<file path="config.mk">
export PLATFORM = sky130hd
export DESIGN_NAME = fp_int_encoder
export DESIGN_NICKNAME = d
export VERILOG_FILES = /design/src/rtl/fp_pkg.sv /design/src/rtl/lzc32.sv /design/src/rtl/fp_int_encoder.sv
export SDC_FILE = /design/constraint.sdc
export NUM_CORES = 1
export LEC_CHECK = 0
export ABC_AREA = 1
export CORE_MARGIN = 8
export CORE_UTILIZATION = 58
export CTS_CLUSTER_DIAMETER = 200
export DETAILED_ROUTE_END_ITERATION = 8
export GPL_ROUTABILITY_DRIVEN = 0
export PLACE_DENSITY = 0.81
export SETUP_SLACK_MARGIN = 0.15
export SLEW_MARGIN = 30
export SYNTH_ARGS = -nofsm -noshare
export SYNTH_HDL_FRONTEND = slang
export SYNTH_SLANG_ARGS = --single-unit
</file>
<file path="constraint.sdc">
create_clock -name clock100KHz -period 3 [get_ports clock100KHz]
set_clock_uncertainty 0.15 [all_clocks]
set_input_delay 0.3 -clock clock100KHz [delete_from_list [all_inputs] [get_ports clock100KHz]]
set_output_delay 0.3 -clock clock100KHz [all_outputs]
set_load 0.1 [all_outputs]
</file>
<file path="src/rtl/fp_pkg.sv">
// fp_pkg: float format constants, status codes and word layout shared by the FPU and its producers
package fp_pkg;
  localparam int EXP_W = 6;
  localparam int FRAC_W = 25;
  localparam int EXP_MAX = 63;
  typedef enum logic [3:0] {
    ST_NONE      = 4'b0000,
    ST_EXACT     = 4'b0001,
    ST_INEXACT   = 4'b0010,
    ST_OVERFLOW  = 4'b0100,
    ST_UNDERFLOW = 4'b1000
  } status_e;
  typedef struct packed {
    logic              sign;
    logic [EXP_W-1:0]  exp;
    logic [FRAC_W-1:0] frac;
  } fp_word_t;
endpackage

</file>
<file path="src/rtl/lzc32.sv">
// lzc32: combinational leading-zero count of a 32-bit word (32 when the word is zero)
module lzc32 (
  input  logic [31:0] i_val,
  output logic [5:0]  o_cnt
);
  always_comb begin
    o_cnt = 6'd32;
    for (int i = 0; i < 32; i++) if (i_val[i]) o_cnt = 6'(31 - i);
  end
endmodule

</file>
<file path="src/rtl/fp_int_encoder.sv">
// fp_int_encoder: signed 32-bit integer to float converter with start/done handshake
// Define FP_ENC_FAST_NORM_EN to normalise in a single cycle through lzc32 instead of bit-serially.
module fp_int_encoder
  import fp_pkg::*;
#(
  parameter int EXP_BIAS = 31
) (
  input  logic        clock100KHz,
  input  logic        reset,
  input  logic [31:0] int_in,
  input  logic        start,
  output logic        busy,
  output logic        done,
  output logic [31:0] data_out,
  output logic [3:0]  status_out
);
  localparam logic [2:0] S_IDLE  = 3'd0;
  localparam logic [2:0] S_LOAD  = 3'd1;
  localparam logic [2:0] S_NORM  = 3'd2;
  localparam logic [2:0] S_ROUND = 3'd3;
  localparam logic [2:0] S_OUT   = 3'd4;
  localparam logic [6:0] EXP_INIT = 7'(EXP_BIAS + 31);
  logic [2:0]        r_state;
  logic [31:0]       r_int;
  logic [31:0]       r_mag;
  logic [6:0]        r_exp;
  logic              r_sign;
  logic              r_zero;
  logic              r_inexact;
  logic [FRAC_W-1:0] r_frac;
  logic [31:0]       w_abs;
  logic              w_carry;
  fp_word_t          w_word;
  assign w_abs   = r_int[31] ? -r_int : r_int;
  assign w_carry = r_mag[5] & (&r_mag[30:6]);
  assign w_word  = '{sign: r_sign, exp: r_exp[EXP_W-1:0], frac: r_frac};
`ifdef FP_ENC_FAST_NORM_EN
  logic [5:0] w_lzc;
  lzc32 u_lzc (.i_val(r_mag), .o_cnt(w_lzc));
`endif
  always_ff @(posedge clock100KHz or negedge reset) begin
    if (!reset) begin
      r_state    <= S_IDLE;
      r_int      <= '0;
      r_mag      <= '0;
      r_exp      <= '0;
      r_sign     <= 1'b0;
      r_zero     <= 1'b0;
      r_inexact  <= 1'b0;
      r_frac     <= '0;
      busy       <= 1'b0;
      done       <= 1'b0;
      data_out   <= '0;
      status_out <= ST_NONE;
    end else begin
      done <= 1'b0;
      case (r_state)
        // done shares its cycle with IDLE, so a start in that cycle is dropped
        S_IDLE: if (start && !done) begin
          r_int   <= int_in;
          busy    <= 1'b1;
          r_state <= S_LOAD;
        end
        S_LOAD: begin
          r_sign  <= r_int[31];
          r_mag   <= w_abs;
          r_exp   <= EXP_INIT;
          r_zero  <= w_abs == '0;
          r_state <= (w_abs == '0) ? S_OUT : w_abs[31] ? S_ROUND : S_NORM;
        end
`ifdef FP_ENC_FAST_NORM_EN
        S_NORM: begin
          r_mag   <= r_mag << w_lzc;
          r_exp   <= r_exp - {1'b0, w_lzc};
          r_state <= S_ROUND;
        end
`else
        S_NORM: begin
          r_mag   <= r_mag << 1;
          r_exp   <= r_exp - 7'd1;
          r_state <= r_mag[30] ? S_ROUND : S_NORM;
        end
`endif
        S_ROUND: begin
          r_frac    <= r_mag[30:6] + {24'd0, r_mag[5]};
          r_exp     <= r_exp + {6'd0, w_carry};
          r_inexact <= |r_mag[5:0];
          r_state   <= S_OUT;
        end
        S_OUT: begin
          data_out   <= (r_zero || r_exp >= 7'(EXP_MAX) || r_exp == '0 || r_exp[6]) ? '0 : w_word;
          status_out <= r_zero ? ST_EXACT : r_exp >= 7'(EXP_MAX) ? ST_OVERFLOW :
                        (r_exp == '0 || r_exp[6]) ? ST_UNDERFLOW : r_inexact ? ST_INEXACT : ST_EXACT;
          done       <= 1'b1;
          busy       <= 1'b0;
          r_state    <= S_IDLE;
        end
        default: r_state <= S_IDLE;
      endcase
    end
  end
endmodule

</file>
==> impl_metrics.csv <==
group,metric,value,unit
outcome,status,"finished clean",
critical_path,required,3160,ps
finish,final.fill_count,1005,
critical_path,crit_arrival,2860,ps
die,rows,41,
global_routing,grt_pass1_vias,6381,
synth,syn_area,7370,µm²
synth,syn-num-nets,1013,
clocking,cts_tree,"yes",
critical_path,cp_max_fo,3,
finish,antenna-diode-count,0,
sta,final-hold-violation-count,0,
sta,worst_pin_slew,801,ps
clocking,numCtsBuffers,17,
clocking,clk_latency,420,ps
synth,netlist.area_leader.share,47.2,%
synth,synth_edf_count,0,
drt,avgRoutedWirePerCell,14.2,µm
finish,num-nets-final,1111,
synth,yosysTopAreaCell,"dfrtp_1",
die,die_area,16600,µm²
critical_path,crit_path_start_kind,"flop",
die,coreArea,12500,µm²
global_routing,track_usage,22.6,%
finish,multiInputGateArea,3500,µm²
finish,area_delta_synth_final,23.6,%
drt,avgViaCountPerCell,5.37,
pwr,peakVddDrop,0.505,mV
synth,synthFlopType,"dfrtp_1",
global_routing,antenna_found_initial,0,
drt,finalWirelength,17700,µm
drt,antenna_left,0,
place,portBuffers,72,
synth,synth_cell_type_count,40,
global_routing,overflow,0,
finish,final_util,72.8,%
sta,period_share,90.3,%
sta,layout_min_cycle_time,2710,ps
drt,drt-initial-drc-count,475,
synth,yosysMostFrequentCell,"nand2_1",
drt,drc,0,
sta,max_freq,369,MHz
synth,synth_commonest_cells,"320 x nand2_1, 139 x dfrtp_1, 122 x nor2_1",
die,start_util,58.9,%
min_path,hp-class,"in -> reg",
clocking,htreeDepth,4,
place,hpwl,12500,µm
critical_path,endpoint_kind,"flop",
sta,grt_setup_unrepaired,"true",
global_routing,grt_max_degree,108,
die,die_height,129,µm
sta,finalSetupViolCount,0,
sta,whs,300,ps
sta,relSlewSlack,46.6,%
synth,netlist_top_cells_area,"dfrtp_1 47%, nand2_1 16%, nor2_1 6.2%",
clocking,clkTransAtPathRegs,60,ps
synth,synthCells,967,
clocking,cts.sinks,139,
synth,async_flop_share,100,%
synth,yosysWarnings,0,
synth,avgSynthCellArea,7.63,µm²
pwr,p_leak,4.46,nW
critical_path,r2r_setup_slack,290,ps
clocking,cts-root-buf,"clkbuf_16",
synth,seq_area_frac_synth,47.2,%
drt,first_pass_iters,6,
die,num_io_pins,73,
synth,synth-seq-cells,139,
finish,drive_above_1_share,15.2,%
clocking,clk_path_buf_depth,2,
flow_run,drv_cap,0,
die,chipWidth,129,µm
sta,maxSlewViolCount,0,
pwr,powerDensity,1220,nW/µm²
drt,vias,6712,
finish,regArea,3480,µm²
global_routing,grt_pass1_wl,30000,µm
critical_path,crit_type,"reg -> reg",
sta,setup_tns,0,ps
metal layers:
metal	routed length (µm)	global-route usage, %
met1	7680	29.6
met2	8280	35.8
met3	1330	4.92
met4	393	9.54
met5	0	0
placed cells by master (no fill, tap or decap), types with 5 or more instances in the layout:
cell type / netlist / layout
nand3_1: 68 / 68
inv_1: 81 / 81
o21ai_0: 27 / 24
buf_4: 0 / 73
nor2_4: 5 / 8
o31ai_1: 5 / 5
mux2_2: 6 / 6
xor2_1: 13 / 12
dfrtp_1: 139 / 139
nor2_2: 5 / 5
nand2_2: 6 / 9
o211ai_1: 9 / 9
nand2_1: 320 / 316
ha_1: 10 / 9
inv_2: 8 / 8
o221ai_1: 20 / 20
buf_6: 2 / 5
nand4_1: 12 / 12
a21oi_1: 37 / 37
clkdlybuf4s50_1: 0 / 33
clkbuf_16: 0 / 17
nand3b_1: 5 / 5
nor2_1: 122 / 119
kinds of logic (layout without fill, tap and decap cells):
kind of cell               count (synthesis)  count (layout)  share of synthesized area, %
and+or+nand+nor                          562             562                          32.3
xor gates and xnor gates                  17              17                          2.02
buffers and inverters                    123             234                          6.52
AOI/OAI and AO/OA                        109             109                          9.14
DFF                                      139             139                          47.2
muxes                                      6               6                         0.916
adders and majority gates                 11              11                          1.97
where the power goes:
part	switching (mW)	internal [mW]	total, mW	leakage [nW]
Combinational	3.95	1.65	5.60	2.45
Sequential	0.633	2.70	3.34	1.71
Clock	0.765	1.43	2.20	0.303
Total	5.34	5.78	11.1	4.46
through the flow:
step	instance area [µm²]	setup slack (ps)	cells	total power, mW
3_5_place_dp	8220	0.960	1196	8.74
6_report	9110	292	1250	11.1
4_1_cts	8980	187	1242	11.0
2_1_floorplan	7370	364	967	7.41
3_3_place_gp	8220	96.3	1196	8.63
5_1_grt	9110	87.7	1250	11.9
final cells by class:
class,count,share of cell area (%)
Multi-Input combinational cell,705,38.4
Timing Repair Buffer,113,10.5
Clock buffer,21,5.05
Sequential cell,139,38.2
Tap cell,172,2.36
Clock inverter,11,1.84
Inverter,89,3.67
registers in the layout, summed over array words and instances (netlist names):
name        count
data_out       32
r_int          32
r_mag          31
r_frac         25
r_exp           7
status_out      4
r_state         3
busy            1
done            1
r_inexact       1
r_sign          1
r_zero          1
final timing paths:
kind / from / to / depth (start not counted)
min: int_in[24] / r_int[24]$_DFFE_PN0P_ / 3
max in group asynchronous: reset / r_frac[16]$_DFFE_PN0P_ / 3
min in group asynchronous: reset / r_int[4]$_DFFE_PN0P_ / 2
max reg2reg: r_mag[19]$_DFFE_PN0P_ / r_frac[24]$_DFFE_PN0P_ / 17
min reg2reg: data_out[26]$_DFFE_PN0P_ / data_out[26]$_DFFE_PN0P_ / 2
max: r_mag[19]$_DFFE_PN0P_ / r_frac[24]$_DFFE_PN0P_ / 17
worst max-delay path, stage by stage, from the launching register on:
cell and delay [ps]:
dfrtp_1 380, nand2_4 80, nor2_4 110, nand4_1 160, buf_4 190, buf_4 120
buf_4 120, buf_4 120, buf_4 120, buf_4 120, buf_6 100, buf_6 100
buf_6 100, buf_6 100, buf_6 120, nor3_4 170, xnor2_1 140, o21ai_1 80
what timing repair did:
action | in CTS | in global routing
hold buffers | 1 | 0
setup endpoints to repair | 1 | 4
pin swaps | 4 | 12
endpoints found under the hold margin | 105 | 0
buffers inserted | 13 | 8
resized for setup | 7 | 18
No activity file was read; power rests on OpenSTA's default activity.
